File: config.mk
export PLATFORM = sky130hd
export DESIGN_NAME = fpu_lsh_norm
export DESIGN_NICKNAME = d
export VERILOG_FILES = /design/src/rtl/fpu_lsh_norm.sv
export SDC_FILE = /design/constraint.sdc
export NUM_CORES = 1
export LEC_CHECK = 0
export BUFFER_PORTS_ARGS = -buffer_cell sky130_fd_sc_hd__buf_4
export CORE_UTILIZATION = 45
export DETAILED_ROUTE_END_ITERATION = 8
export HOLD_SLACK_MARGIN = 0.08
export PLACE_DENSITY = 0.69
export SYNTH_ARGS = -nofsm -noshare
export SYNTH_HDL_FRONTEND = slang
export SYNTH_SLANG_ARGS = --single-unit
File: constraint.sdc
create_clock -name clk -period 10.8 [get_ports clk]
set_clock_uncertainty 0.05 [all_clocks]
set_input_delay 1.08 -clock clk [delete_from_list [all_inputs] [get_ports clk]]
set_output_delay 1.08 -clock clk [all_outputs]
set_load 0.005 [all_outputs]
File: src/rtl/fpu_lsh_norm.sv
// Iterative left normalizer for FPU mantissas.
// Shifts up to 8 bits per cycle, bounded by the exponent budget.
module fpu_lsh_norm #(
    parameter int WIDTH  = 32,
    parameter int EWIDTH = 9
) (
    input  logic                       clk,
    input  logic                       rst_n,
    input  logic                       in_valid,
    output logic                       in_ready,
    input  logic [WIDTH-1:0]           in_mant,
    input  logic [EWIDTH-1:0]          in_exp,
    input  logic                       in_sticky,
    output logic                       out_valid,
    input  logic                       out_ready,
    output logic [WIDTH-1:0]           out_mant,
    output logic [EWIDTH-1:0]          out_exp,
    output logic [$clog2(WIDTH):0]     out_lsh,
    output logic                       out_zero,
    output logic                       out_sticky
);

    localparam int LW = $clog2(WIDTH) + 1;

    typedef enum logic [1:0] {
        IDLE  = 2'd0,
        SHIFT = 2'd1,
        DONE  = 2'd2
    } state_t;

    state_t            state;
    logic [WIDTH-1:0]  mant;
    logic [EWIDTH-1:0] exp;
    logic [LW-1:0]     lsh;
    logic              zero;
    logic              sticky;

    logic [3:0]        lz;
    logic [EWIDTH-1:0] budget;
    logic [3:0]        s;
    logic [WIDTH-1:0]  mant_nx;
    logic [EWIDTH-1:0] exp_nx;
    logic [LW-1:0]     lsh_nx;

    assign in_ready   = (state == IDLE);
    assign out_valid  = (state == DONE);
    assign out_mant   = mant;
    assign out_exp    = exp;
    assign out_lsh    = lsh;
    assign out_zero   = zero;
    assign out_sticky = sticky;

    // Leading zeros of the top byte; the highest set bit wins.
    always_comb begin
        lz = 4'd8;
        for (int i = 0; i < 8; i++) begin
            if (mant[WIDTH-8+i]) lz = 4'(7 - i);
        end
    end

    // Step size clamped so the exponent never drops below 1.
    always_comb begin
        budget  = (exp > EWIDTH'(1)) ? exp - EWIDTH'(1) : '0;
        s       = (EWIDTH'(lz) < budget) ? lz : budget[3:0];
        mant_nx = mant << s;
        exp_nx  = exp - EWIDTH'(s);
        lsh_nx  = lsh + LW'(s);
    end

    // Control FSM and datapath registers.
    always_ff @(posedge clk or negedge rst_n) begin
        if (!rst_n) begin
            state  <= IDLE;
            mant   <= '0;
            exp    <= '0;
            lsh    <= '0;
            zero   <= 1'b0;
            sticky <= 1'b0;
        end else begin
            unique case (state)
                IDLE: begin
                    if (in_valid) begin
                        sticky <= in_sticky;
                        lsh    <= '0;
                        if (in_mant == '0) begin
                            zero  <= 1'b1;
                            mant  <= '0;
                            exp   <= '0;
                            state <= DONE;
                        end else begin
                            zero  <= 1'b0;
                            mant  <= in_mant;
                            exp   <= in_exp;
                            state <= SHIFT;
                        end
                    end
                end
                SHIFT: begin
                    mant <= mant_nx;
                    lsh  <= lsh_nx;
                    if (s == 4'd8) begin
                        exp <= exp_nx;
                    end else begin
                        exp   <= mant_nx[WIDTH-1] ? exp_nx : '0;
                        state <= DONE;
                    end
                end
                DONE: begin
                    if (out_ready) state <= IDLE;
                end
                default: state <= IDLE;
            endcase
        end
    end

endmodule
After elaboration in Yosys (flattened, before gate mapping) --
Index checks and enable logic that the tools add are counted.
Word-level totals: bits in registers 51, input port bits 46, logic and storage cells 50
Operators by class: add/subtract/negate cells 3, order comparisons 2, equality and inequality tests 6, shifts and indexed selects 1, muxes and demuxes 26, reduce and logical (&&, ||, !) cells 6
Operators by type and width (number):
- 2-to-1 mux 32 bit | 2
- one-hot mux 32 bit (2 select lines) | 1
- 2-to-1 mux 9 bit | 5
- 2-to-1 mux 4 bit | 9
- zero test 32 bit | 1
- left shift 32 x 4 -> 32 bit | 1
- one-hot mux 9 bit (2 select lines) | 1
- one-hot mux 6 bit (2 select lines) | 1
- > comparator 9 x 1 -> 1 bit, second input constant | 1
- < comparator 4 x 9 -> 1 bit | 1
- subtractor 9 x 1 -> 9 bit, second input constant | 1
- subtractor 9 x 4 -> 9 bit | 1
- 2-to-1 mux 2 bit | 4
- adder 6 x 4 -> 6 bit | 1
- 2-to-1 mux 6 bit | 1
- one-hot mux 2 bit (3 select lines) | 1
- equality test 4 bit, second input constant | 1
- != test 2 bit, second input constant | 2
- AND reduction 2 bit | 2
- AND reduction 3 bit | 1
- equality test 2 x 1 -> 1 bit, second input constant | 1
- equality test 2 bit, second input constant | 1
- zero test 2 bit | 1
- != test 2 x 1 -> 1 bit, second input constant | 1
- other kinds (2) | 2

Depth between registers and ports, before layout --
depth after elaboration 14, depth in mapped cells 22, gate-level depth less buffers 20

Worst setup path before layout --
OpenSTA, ideal clock, no wires.
path kind reg2reg, start register exp[1], in the netlist out_exp[1], end register exp[6], in the netlist out_exp[6], library setup time 0.138 ns, arrival time 4.404 ns, data required time 10.612 ns, slack 6.208 ns, stages on the path, launching flop included 20, period minus slack after synthesis 4.592 ns, cells stage by stage dfrtp_1 -> inv_1 -> ha_1 -> o211ai_1 -> or2b_2 -> ha_1 -> a21o_1 -> a21oi_1 -> a41o_1 -> or2_4 -> o22ai_1 -> buf_2 -> inv_1 -> clkbuf_1 -> buf_1 -> ha_1 -> a311o_1 -> o31a_1 -> o31ai_1 -> o311ai_1
On the way: longest elaborated chain between the ends 8, elaborated cells on any way between the ends 11
RTL lines:
- start: declaration | line 33 | logic [EWIDTH-1:0] exp;
- start signal: assignment | line 93 | exp <= in_exp;
- start signal: assignment | line 102 | exp <= exp_nx;
- start signal: assignment | line 104 | exp <= mant_nx[WIDTH-1] ? exp_nx : '0;
- subtractor 9 x 1 -> 9 bit / > comparator 9 x 1 -> 1 bit (equally long branches) | line 63 | budget = (exp > EWIDTH'(1)) ? exp - EWIDTH'(1) : '0;
- 2-to-1 mux 9 bit | line 63
- < comparator 4 x 9 -> 1 bit | line 64 | s = (EWIDTH'(lz) < budget) ? lz : budget[3:0];
- 2-to-1 mux 4 bit | line 64
- subtractor 9 x 4 -> 9 bit / left shift 32 x 4 -> 32 bit (equally long branches) | line 66, 65
- 2-to-1 mux 9 bit | line 104
- 2-to-1 mux 9 bit (*) | line 101 | if (s == 4'd8) begin
- one-hot mux 9 bit (2 select lines) (*) | line 80 | unique case (state)
Mark *: on every way between the ends. The rest lies on a longest branch, timed or not. A chain may end at the register's enable or synchronous reset.

Worst setup path in the final report --
Same ends and word-level chain as after synthesis.

==> impl_metrics.py <==
metrics = {
    "logic_synthesis": {
        "synth_edf_count": 0,
        "syn_avg_cell_area_sq_um": 8.363,
        "ys_ff_latch": 51,
        "async_reset_ff_share_pct": 100.0,
        "syn_area_sq_mm": 0.004390,
        "yosysSeqAreaShare_pct": 29.07,
        "ys.flop_type": "dfrtp_1",
        "ys_types": 69,
        "netlist_instances": 525,
        "synth_nets": 583,
        "yosysWarnings": 0,
    },
    "route": {
        "initialDrtViolationCount": 352,
        "drt_pass1_iterations": 5,
        "ant_nets": 0,
        "routed_wirelength_microns": 13670,
        "drc": 0,
        "post_drt_wl_per_cell_microns": 18.68,
        "vias": 4437,
        "viasPerCell": 6.061,
    },
    "clock_tree": {
        "h-tree-depth": 2,
        "clk_pin_slew_ns": 0.11,
        "hold_buffers": 0,
        "cts_made_buffers": 5,
        "cts_tree": "yes",
        "post-cts-setup-buffers": 0,
        "clock_latency_ns": 0.32,
        "clock-sinks": 51,
        "cts_buffer_depth": 2,
        "cts_resized": 0,
        "cts_root_buf": "clkbuf_8",
    },
    "sta": {
        "holdWs_ns": 0.4621,
        "slew_viol_final": 0,
        "post-route-period-util_pct": 46.11,
        "max_freq_ghz": 0.2008,
        "timing.final.hold_violations": 0,
        "max_slew.worst_pin.slew_ns": 0.8933,
        "setup_viol": 0,
        "finalCriticalPeriod_ns": 4.980,
        "rsz0062_at_grt": "false",
        "relSlewSlack_pct": 40.45,
        "setup_tns_ns": 0,
    },
    "place": {
        "gp_congestion": 0.9181,
        "port_buffers": 96,
        "placed_cell_area_sq_mm": 0.005117,
        "hpwl_microns": 10280,
        "dp.cells": 724,
    },
    "layout": {
        "layout_common_cells": "buf_4, mux2i_1, nand2_1",
        "drive_gt1_share_pct": 23.55,
        "n_antenna_cell": 0,
        "area_delta_synth_final_pct": 18.58,
        "final_common_cell": "buf_4",
        "fin_cells": 732,
        "finalInstanceArea_sq_mm": 0.005206,
        "final_util_pct": 55.81,
        "fillerInstances": 875,
        "nets": 660,
    },
    "run": {
        "max-cap-violations": 0,
    },
    "critical_path": {
        "cpLargestDelayFamily": "compound AO/OA/AOI/OAI gates",
        "worst-path-max-fanout": 22,
        "rr_worst_depth": 17,
        "worstPathRequired_ns": 10.94,
        "crit_slowest_cell": "inv_1",
        "crit_start": "out_exp[1]",
        "r2r_end": "out_exp[6]",
        "crit_top_cell": "ha_1",
        "max_stage_delay_ns": 0.53,
        "worst-setup-path-type": "flop to flop",
        "cp_cell_sequence": "inv_1 -> ha_1 -> o211ai_1 -> or2b_2 -> ha_1 -> a21o_1 -> a21oi_1 -> a41o_1 -> or2_4 -> o22ai_1 -> buf_4 -> inv_1 -> ha_1 -> a311o_1 -> o31a_1 -> o31ai_1 -> o311ai_1",
        "crit_buf_inv": 3,
        "r2r-start": "out_exp[1]",
        "rrSetupSlack_ns": 5.82,
        "endpoint_kind": "flop",
        "crit_arrival_ns": 5.12,
        "start_kind": "flop",
    },
    "floorplanning": {
        "die_width_microns": 100.8,
        "fp.dieH_microns": 100.8,
        "num_rows": 35,
        "die_area_sq_mm": 0.01016,
        "start_util_pct": 47.07,
        "core_sq_mm": 0.009328,
        "ios": 97,
    },
    "min_path": {
        "worstHoldStart": "out_lsh[5]",
        "hold_path.class": "flop to flop",
        "hold_end": "out_lsh[5]",
        "hold_depth": 1,
    },
    "global_route": {
        "grt_usage_pct": 27.50,
        "grt_max_degree": 52,
        "antenna_found_initial": 0,
        "grt_pass1_vias": 4087,
        "grt_pass1_wl_microns": 21680,
        "grt_overflow": 0,
    },
    "run_status": {
        "outcome": "finished clean",
    },
    "power": {
        "leakagePower_nw": 2.332,
        "ir_drop_v": 0.0001337,
        "cellPowerDensity_mw_per_mm2": 384.0,
    },
}
## cell type report
cell class	instances	area (sq um)	share of cell area, %
flip-flops and latches	51	1276	24.51
inverters	18	75.07	1.442
clock inverters	3	20.02	0.3845
multi-input cells	424	2839	54.53
clock buffers	5	68.82	1.322
repair buffers	102	765.7	14.71
well taps	129	161.4	3.100
## power breakdown
group | leakage (nW) | internal [W] | switching (W)
Combinational | 1.68 | 0.000627 | 0.000837
Clock | 0.0402 | 0.0000453 | 0.0000704
Sequential | 0.612 | 0.000277 | 0.000143
Total | 2.33 | 0.000949 | 0.00105
## metal layers
| layer | up-vias | routed length, microns | track usage [%] |
|---|---|---|---|
| met5 | - | 0 | 0 |
| met4 | 0 | 180 | 5.797 |
| met3 | 15 | 783 | 2.843 |
| met2 | 176 | 6251 | 42.89 |
| met1 | 2161 | 6458 | 41.01 |
| li1 | 2085 | - | - |
## logic make-up (layout without fill, tap and decap cells)
logic type	count (synthesis)	after routing	share of synthesized area (%)
fa+ha+maj	15	15	4.161
simple gates	183	183	19.84
mux	71	71	16.64
flops	51	51	29.07
xor+xnor	8	8	1.596
buf+inv	50	128	6.326
compound gates	147	147	22.37
## worst max-delay path by stage
| stage | endpoint | cells past startpoint | slack (ns) |
|---|---|---|---|
| 2_1_floorplan | out_exp[6] | 19 | 6.21 |
| 3_3_place_gp | out_exp[6] | 20 | 6.11 |
| 3_5_place_dp | out_exp[6] | 20 | 5.91 |
| 4_1_cts | out_exp[6] | 20 | 5.90 |
| 5_1_grt | out_exp[6] | 17 | 5.54 |
| 6_report | out_exp[6] | 17 | 5.82 |
## sequential cells by signal, indices dropped and copies added (netlist names)
| signal | cells |
|---|---|
| out_exp | 9 |
| out_lsh | 6 |
| out_mant | 32 |
| out_sticky | 1 |
| out_zero | 1 |
| state | 2 |
## worst reg2reg max path, cell delays in order (launching register included)
cell      delay (ns)
dfrtp_1         0.50
inv_1           0.15
ha_1            0.23
o211ai_1        0.35
or2b_2          0.36
ha_1            0.21
a21o_1          0.18
a21oi_1         0.33
a41o_1          0.29
or2_4           0.16
o22ai_1         0.08
buf_4           0.23
inv_1           0.53
ha_1            0.40
a311o_1         0.35
o31a_1          0.26
o31ai_1         0.06
o311ai_1        0.13
## metrics by stage
step	power [W]	worst slack, ns
after detailed placement	0.001857	5.914
after global routing	0.002157	5.538
after floorplan	0.001465	6.208
after global placement	0.001830	6.110
after CTS	0.001977	5.901
final	0.001999	5.820
## Yosys cell counts, drive strengths merged, types with 5 or more instances
| library cell | instances | area share [%] |
|---|---|---|
| a21oi | 53 | 6.2 |
| a221oi | 9 | 1.8 |
| a22oi | 6 | 1.0 |
| buf | 15 | 2.9 |
| clkbuf | 17 | 1.7 |
| dfrtp | 51 | 29 |
| ha | 12 | 3.4 |
| inv | 17 | 1.5 |
| mux2 | 6 | 1.5 |
| mux2i | 64 | 15 |
| nand2 | 60 | 5.3 |
| nand3 | 24 | 2.7 |
| nor2 | 52 | 4.4 |
| nor2b | 5 | 0.71 |
| nor3 | 7 | 0.80 |
| nor4 | 11 | 1.7 |
| o211ai | 12 | 2.1 |
| o21ai | 29 | 3.3 |
| xnor2 | 5 | 1.0 |
No activity file was read; power rests on OpenSTA's default activity.
